**config.mk**
```make
export PLATFORM = sky130hd
export DESIGN_NAME = lsu_axi_wr_responder
export DESIGN_NICKNAME = d
export VERILOG_FILES = /design/src/rtl/lsu_axi_pkg.sv /design/src/rtl/lsu_axi_wr_strb_merge.sv /design/src/rtl/lsu_axi_wr_responder.sv
export SDC_FILE = /design/constraint.sdc
export NUM_CORES = 1
export LEC_CHECK = 0
export CAP_MARGIN = 20
export CORE_UTILIZATION = 50
export DETAILED_ROUTE_END_ITERATION = 10
export PLACE_DENSITY = 0.87
export SYNTH_ARGS = -nofsm -noshare
export SYNTH_HDL_FRONTEND = slang
export SYNTH_SLANG_ARGS = --single-unit
```
**constraint.sdc**
```tcl
create_clock -name wb_clk_i -period 5.81 [get_ports wb_clk_i]
set_input_delay 0.581 -clock wb_clk_i [delete_from_list [all_inputs] [get_ports wb_clk_i]]
set_output_delay 0.581 -clock wb_clk_i [all_outputs]
set_load 0.01 [all_outputs]
```
**src/rtl/lsu_axi_pkg.sv**
```systemverilog
// Shared definitions for the LSU AXI write responder.
// Holds the AXI data/strobe widths, the B-channel response codes and the
// responder state encoding used by the top and its merge sub-module.
package lsu_axi_pkg;

  localparam int AXI_DATA_W = 64;
  localparam int AXI_STRB_W = AXI_DATA_W / 8;

  localparam logic [1:0] BRESP_OKAY   = 2'b00;
  localparam logic [1:0] BRESP_SLVERR = 2'b10;
  localparam logic [1:0] BRESP_DECERR = 2'b11;

  typedef enum logic [1:0] {
    ST_IDLE = 2'd0,
    ST_DATA = 2'd1,
    ST_RESP = 2'd2
  } state_t;

endpackage

```
**src/rtl/lsu_axi_wr_strb_merge.sv**
```systemverilog
// Combinational byte-strobe merge for the 64-bit output register.
// Ports:
//   cur_data  - current output register contents
//   cur_word  - current selected 32-bit half
//   wdata     - incoming write data
//   wstrb     - byte strobes, one per byte of wdata
//   merged    - cur_data with strobed bytes replaced by wdata
//   word      - low half if any low strobe set, else high half if any high
//               strobe set, else cur_word unchanged
module lsu_axi_wr_strb_merge
  import lsu_axi_pkg::*;
(
  input  logic [AXI_DATA_W-1:0] cur_data,
  input  logic [31:0]           cur_word,
  input  logic [AXI_DATA_W-1:0] wdata,
  input  logic [AXI_STRB_W-1:0] wstrb,
  output logic [AXI_DATA_W-1:0] merged,
  output logic [31:0]           word
);

  generate
    for (genvar gi = 0; gi < AXI_STRB_W; gi++) begin : g_byte
      assign merged[8*gi +: 8] = wstrb[gi] ? wdata[8*gi +: 8] : cur_data[8*gi +: 8];
    end
  endgenerate

  // The low half wins when both halves are strobed.
  assign word = (|wstrb[3:0]) ? merged[31:0]  :
                (|wstrb[7:4]) ? merged[63:32] :
                                cur_word;

endmodule

```
**src/rtl/lsu_axi_wr_responder.sv**
```systemverilog
// AXI4 write-channel responder for the LSU write master.
// Accepts one AW, then W beats until wlast, then returns a B response.
// Single-beat writes that decode into the output window are merged into a
// 64-bit output register; everything else is answered with SLVERR/DECERR.
// Ports:
//   wb_clk_i / wb_rst_i           - clock, synchronous active-high reset
//   aw*, w*, b*                   - AXI4 write address/data/response channels
//   out_data_o                    - committed 64-bit output register
//   out_word_o                    - 32-bit half selected by the last commit
//   out_strobe_o                  - one-cycle pulse when outputs update
//   wr_count_o                    - number of OKAY responses (wrapping)
module lsu_axi_wr_responder
  import lsu_axi_pkg::*;
#(
  parameter int          ID_W      = 3,
  parameter logic [31:0] BASE_ADDR = 32'hD000_0000,
  parameter logic [31:0] ADDR_MASK = 32'h0000_0FFF
) (
  input  logic                  wb_clk_i,
  input  logic                  wb_rst_i,
  input  logic                  awvalid,
  output logic                  awready,
  input  logic [ID_W-1:0]       awid,
  input  logic [31:0]           awaddr,
  input  logic [7:0]            awlen,
  input  logic [2:0]            awsize,
  input  logic                  wvalid,
  output logic                  wready,
  input  logic [AXI_DATA_W-1:0] wdata,
  input  logic [AXI_STRB_W-1:0] wstrb,
  input  logic                  wlast,
  output logic                  bvalid,
  input  logic                  bready,
  output logic [1:0]            bresp,
  output logic [ID_W-1:0]       bid,
  output logic [AXI_DATA_W-1:0] out_data_o,
  output logic [31:0]           out_word_o,
  output logic                  out_strobe_o,
  output logic [15:0]           wr_count_o
);

  state_t                state_reg;
  logic [ID_W-1:0]       id_reg;
  logic [7:0]            len_reg;
  logic                  hit_reg;
  logic                  size_ok_reg;
  logic [7:0]            beat_reg;
  logic [1:0]            bresp_reg;
  logic [AXI_DATA_W-1:0] out_data_reg;
  logic [31:0]           out_word_reg;
  logic                  out_strobe_reg;
  logic [15:0]           wr_count_reg;

  logic                  hit;
  logic [7:0]            beat_next;
  logic                  len_match;
  logic [1:0]            resp_sel;
  logic                  commit;
  logic [AXI_DATA_W-1:0] merged;
  logic [31:0]           word_next;

  assign hit = ((awaddr & ~ADDR_MASK) == BASE_ADDR);

  // Beat count including the beat currently on the bus, saturating at 255.
  assign beat_next = (beat_reg == 8'hFF) ? 8'hFF : beat_reg + 8'd1;

  // 9-bit compare so awlen=255 (256 beats) can never look like a match.
  assign len_match = ({1'b0, beat_next} == ({1'b0, len_reg} + 9'd1));

  always_comb begin
    resp_sel = BRESP_OKAY;
    if (!hit_reg) begin
      resp_sel = BRESP_DECERR;
    end else if ((len_reg != 8'd0) || !size_ok_reg || !len_match) begin
      resp_sel = BRESP_SLVERR;
    end
  end

  // Only a write that will be answered OKAY touches the output register,
  // which also keeps a single-beat write with a late wlast from committing.
  assign commit = (state_reg == ST_DATA) && wvalid && wlast && (resp_sel == BRESP_OKAY);

  lsu_axi_wr_strb_merge u_merge (
    .cur_data (out_data_reg),
    .cur_word (out_word_reg),
    .wdata    (wdata),
    .wstrb    (wstrb),
    .merged   (merged),
    .word     (word_next)
  );

  always_ff @(posedge wb_clk_i) begin
    if (wb_rst_i) begin
      state_reg      <= ST_IDLE;
      id_reg         <= '0;
      len_reg        <= '0;
      hit_reg        <= 1'b0;
      size_ok_reg    <= 1'b0;
      beat_reg       <= '0;
      bresp_reg      <= BRESP_OKAY;
      out_data_reg   <= '0;
      out_word_reg   <= '0;
      out_strobe_reg <= 1'b0;
      wr_count_reg   <= '0;
    end else begin
      out_strobe_reg <= 1'b0;
      case (state_reg)
        ST_IDLE: begin
          // awready is high throughout IDLE once out of reset.
          if (awvalid) begin
            id_reg      <= awid;
            len_reg     <= awlen;
            hit_reg     <= hit;
            size_ok_reg <= (awsize <= 3'd3);
            beat_reg    <= '0;
            state_reg   <= ST_DATA;
          end
        end
        ST_DATA: begin
          if (wvalid) begin
            beat_reg <= beat_next;
            if (wlast) begin
              bresp_reg <= resp_sel;
              state_reg <= ST_RESP;
              if (commit) begin
                out_data_reg   <= merged;
                out_word_reg   <= word_next;
                out_strobe_reg <= |wstrb;
              end
            end
          end
        end
        ST_RESP: begin
          if (bready) begin
            state_reg <= ST_IDLE;
            if (bresp_reg == BRESP_OKAY) begin
              wr_count_reg <= wr_count_reg + 16'd1;
            end
          end
        end
        default: state_reg <= ST_IDLE;
      endcase
    end
  end

  assign awready      = (state_reg == ST_IDLE) && !wb_rst_i;
  assign wready       = (state_reg == ST_DATA);
  assign bvalid       = (state_reg == ST_RESP);
  assign bresp        = bresp_reg;
  assign bid          = id_reg;
  assign out_data_o   = out_data_reg;
  assign out_word_o   = out_word_reg;
  assign out_strobe_o = out_strobe_reg;
  assign wr_count_o   = wr_count_reg;

endmodule
```
==> summary.md <==
| Metric | Value |
|---|---|
| Final RePlAce weighted congestion | 0.838 |
| FP Rows | 43 |
| # H-tree levels | 4 |
| Final wirelength | 23000 um |
| Asr flop ratio synth | 0 |
| Cts hold-fix bufs | 0 |
| Switching share of power | 0.256 |
| Worst VDD drop | 0.230 mV |
| Fin crit share | 0.637 |
| Post-synth EDFFs | 0 |
| Placed inst area | 9480 um^2 |
| Power per Cell Area | 226 nW/um^2 |
| Mean Syn Cell Area | 8.30 um^2 |
| Internal power | 1.68 mW |
| # nets final | 1164 |
| Final hold vios | 0 |
| Slew @ Worst Pin | 1.16 ns |
| Placed wire-length estimate | 14800 um |
| Initial DRC Count | 704 |
| Crit path max-delay family | simple AND/OR/NAND/NOR gates |
| Combinational share of power | 0.124 |
| Setup crit end kind | flop |
| Die X | 122 um |
| Clock buffer depth | 2 |
| Clock power frac | 0.450 |
| Inserted Clock Buffers | 17 |
| Crit Path Max Fanout | 72 |
| Global-route wire length before repair | 36100 um |
| Post-Syn Instances | 872 |
| # setup viols final | 0 |
| Worst-Skew Late Latency | 0.42 ns |
| Final Max Tran Viols | 0 |
| Routed len/inst | 18.7 um |
| Sw power | 0.578 mW |
| Die Height | 122 um |
| Worst path cell trace | ha_1 > nand3_1 > xor2_1 > nand2_1 > a2111oi_0 > or2_4 > buf_4 > nand4_1 > a21oi_1 |
| Setup tns final | 0 ns |
| Most used flip-flop cell after synthesis | dfxtp_1 |
| Clock transition at path regs | 0.06 ns |
| Clock Sinks | 138 |
| Design Area, Final | 10000 um^2 |
| Post-synthesis cell area | 7240 um^2 |
| Initial core utilization | 0.518 |
| Buffers on Ports | 230 |
| Crit path launch type | flop |
| Outcome | complete, no violations |
| DRC errors left | 0 |
| Final Non-Filler Cells | 1230 |
| Hold crit path type | reg2reg |
| Antenna-violating nets left | 0 |
| Core Region | 14000 um^2 |
| Total track usage | 0.307 |
| Post-Syn Nets | 1000 |
| Max Clk Rate | 270 MHz |
| Flops & latches, synth | 138 |
| Critical path class | reg2reg |
| CTS tree | yes |
| Post-Route Skew | 0.0101 ns |
| Max-Cap Viols | 0 |
| Setup Buffers After CTS | 0 |
| Synth warnings | 0 |
| Critical path's largest stage delay | 0.77 ns |
| Max FFs per register | 64 |
| Largest net degree at the start of global routing | 108 |
| Flop pwr share | 0.426 |
| Io pins | 245 |
| Post-synthesis cell type count | 46 |
| RSZ-0062 raised after global routing | false |
| Leak | 3.28 nW |
| Relative slew slack | 0.228 |
| Sequential area share after synthesis | 0.381 |
| P&R area growth vs syn | 38.5% |
| Die footprint | 15000 um^2 |
| Share of layout cells above drive strength 1 | 0.0439 |
| Cts repair resizes | 0 |
| Final min period | 3.70 ns |
| DR pass1 iterations | 5 |
| Worst path slowest cell | or2_4 |
| Buffers and inverters on the worst path | 1 |
| CP Data Required Time | 6.15 ns |
| Vias | 7724 |
| Avg Vias per Cell | 6.28 |
| Total gr overflow | 0 |
| Placed cells | 1197 |
| Final Hold Slack | 0.464 ns |
| Worst EP arrival | 4.04 ns |
| Root Driver | clkbuf_16 |
| Initial antenna violation count | 1 |
| Number of global-route vias before repair | 7238 |
-- cells by family after synthesis --
group	synth area share
flops	0.381
mux	0.0746
xor+xnor	0.0242
buf+inv	0.0617
simple gates	0.190
fa+ha+maj	0.00691
compound gates	0.261
-- tightest hold or removal path, delay by kind of cell (launching register included) --
family | cells | cell delay (ns)
flip-flops | 1 | 0.30
AO/OA/AOI/OAI | 2 | 0.11
-- per-layer routing --
metal / vias up / share of wire / track usage
met5: - / 0 / 0
met4: 0 / 0.030 / 0.133
met3: 57 / 0.090 / 0.101
met2: 357 / 0.48 / 0.495
met1: 3661 / 0.40 / 0.371
li1: 3649 / - / -
-- per-stage QoR --
step / worst slack (ns) / power (mW) / utilization
detailed placement: 1.92 / 1.26 / 0.677
finish: 2.11 / 2.26 / 0.717
floorplan: 3.16 / 1.14 / -
global placement: 2.01 / 1.26 / 0.675
CTS: 2.17 / 2.27 / 0.717
global route: 1.82 / 2.34 / 0.717
-- cell type report --
cell class,instances,area (um^2)
sequential,138,2760
timing repair buffer,239,2390
antenna,1,2.50
inverter,15,56.3
fill,1106,3960
multi-input combinational,625,4040
clock buffer,24,482
tap,180,225
clock inverter,8,68.8
-- cell usage in the layout, fill, tap and decap left out, drive strengths merged, types with 2 or more instances in the layout --
cell and instances:
clkdlybuf4s50 229, and4 2, clkbuf 24, nor3 8, a311oi 11, and2 7
buf 10, xnor2 7, o21ai 10, inv 15, and3 4, nand3 13
ha 4, nand2 44, or3 8, nand4 94, dfxtp 138, a211oi 26
nor4 10, o211ai 4, nor2 30, a31oi 2, o2111ai 2, a2111oi 3
o31ai 86, xor2 13, a21oi 144, clkinv 7, mux2i 54, nor2b 26
a211o 2
-- path summary, 6_finish.rpt --
kind	startpoint	endpoint	slack, ns	cells after the start
min reg2reg	out_word_o[18]	out_word_o[18]	0.46	2
min	out_word_o[18]	out_word_o[18]	0.46	2
max reg2reg	beat_reg[0]	out_word_o[12]	2.11	9
max	beat_reg[0]	out_word_o[12]	2.11	9
-- Yosys cell counts (7+ instances only) --
| cell type | n | area share |
|---|---|---|
| a211oi_1 | 25 | 0.026 |
| a21oi_1 | 144 | 0.10 |
| a311oi_1 | 11 | 0.013 |
| buf_2 | 21 | 0.015 |
| clkbuf_1 | 66 | 0.034 |
| dfxtp_1 | 138 | 0.38 |
| inv_1 | 15 | 0.0078 |
| mux2i_1 | 54 | 0.075 |
| nand2_1 | 44 | 0.023 |
| nand3_1 | 13 | 0.0090 |
| nand4_1 | 94 | 0.081 |
| nor2_1 | 30 | 0.016 |
| nor2b_1 | 26 | 0.022 |
| nor3_1 | 8 | 0.0055 |
| nor4_1 | 10 | 0.0086 |
| o21ai_0 | 10 | 0.0069 |
| o31ai_1 | 86 | 0.089 |
| or3_1 | 8 | 0.0069 |
| xnor2_1 | 7 | 0.0085 |
| xor2_1 | 13 | 0.016 |
-- power by group through the flow --
stage	Clock [mW]	Combinational [mW]	Sequential [mW]
floorplan	0	0.154	0.982
global placement	0	0.274	0.983
detailed placement	0	0.275	0.984
CTS	1.03	0.277	0.963
global route	1.07	0.299	0.964
finish	1.02	0.281	0.963
Power figures use the tool's default switching activity.
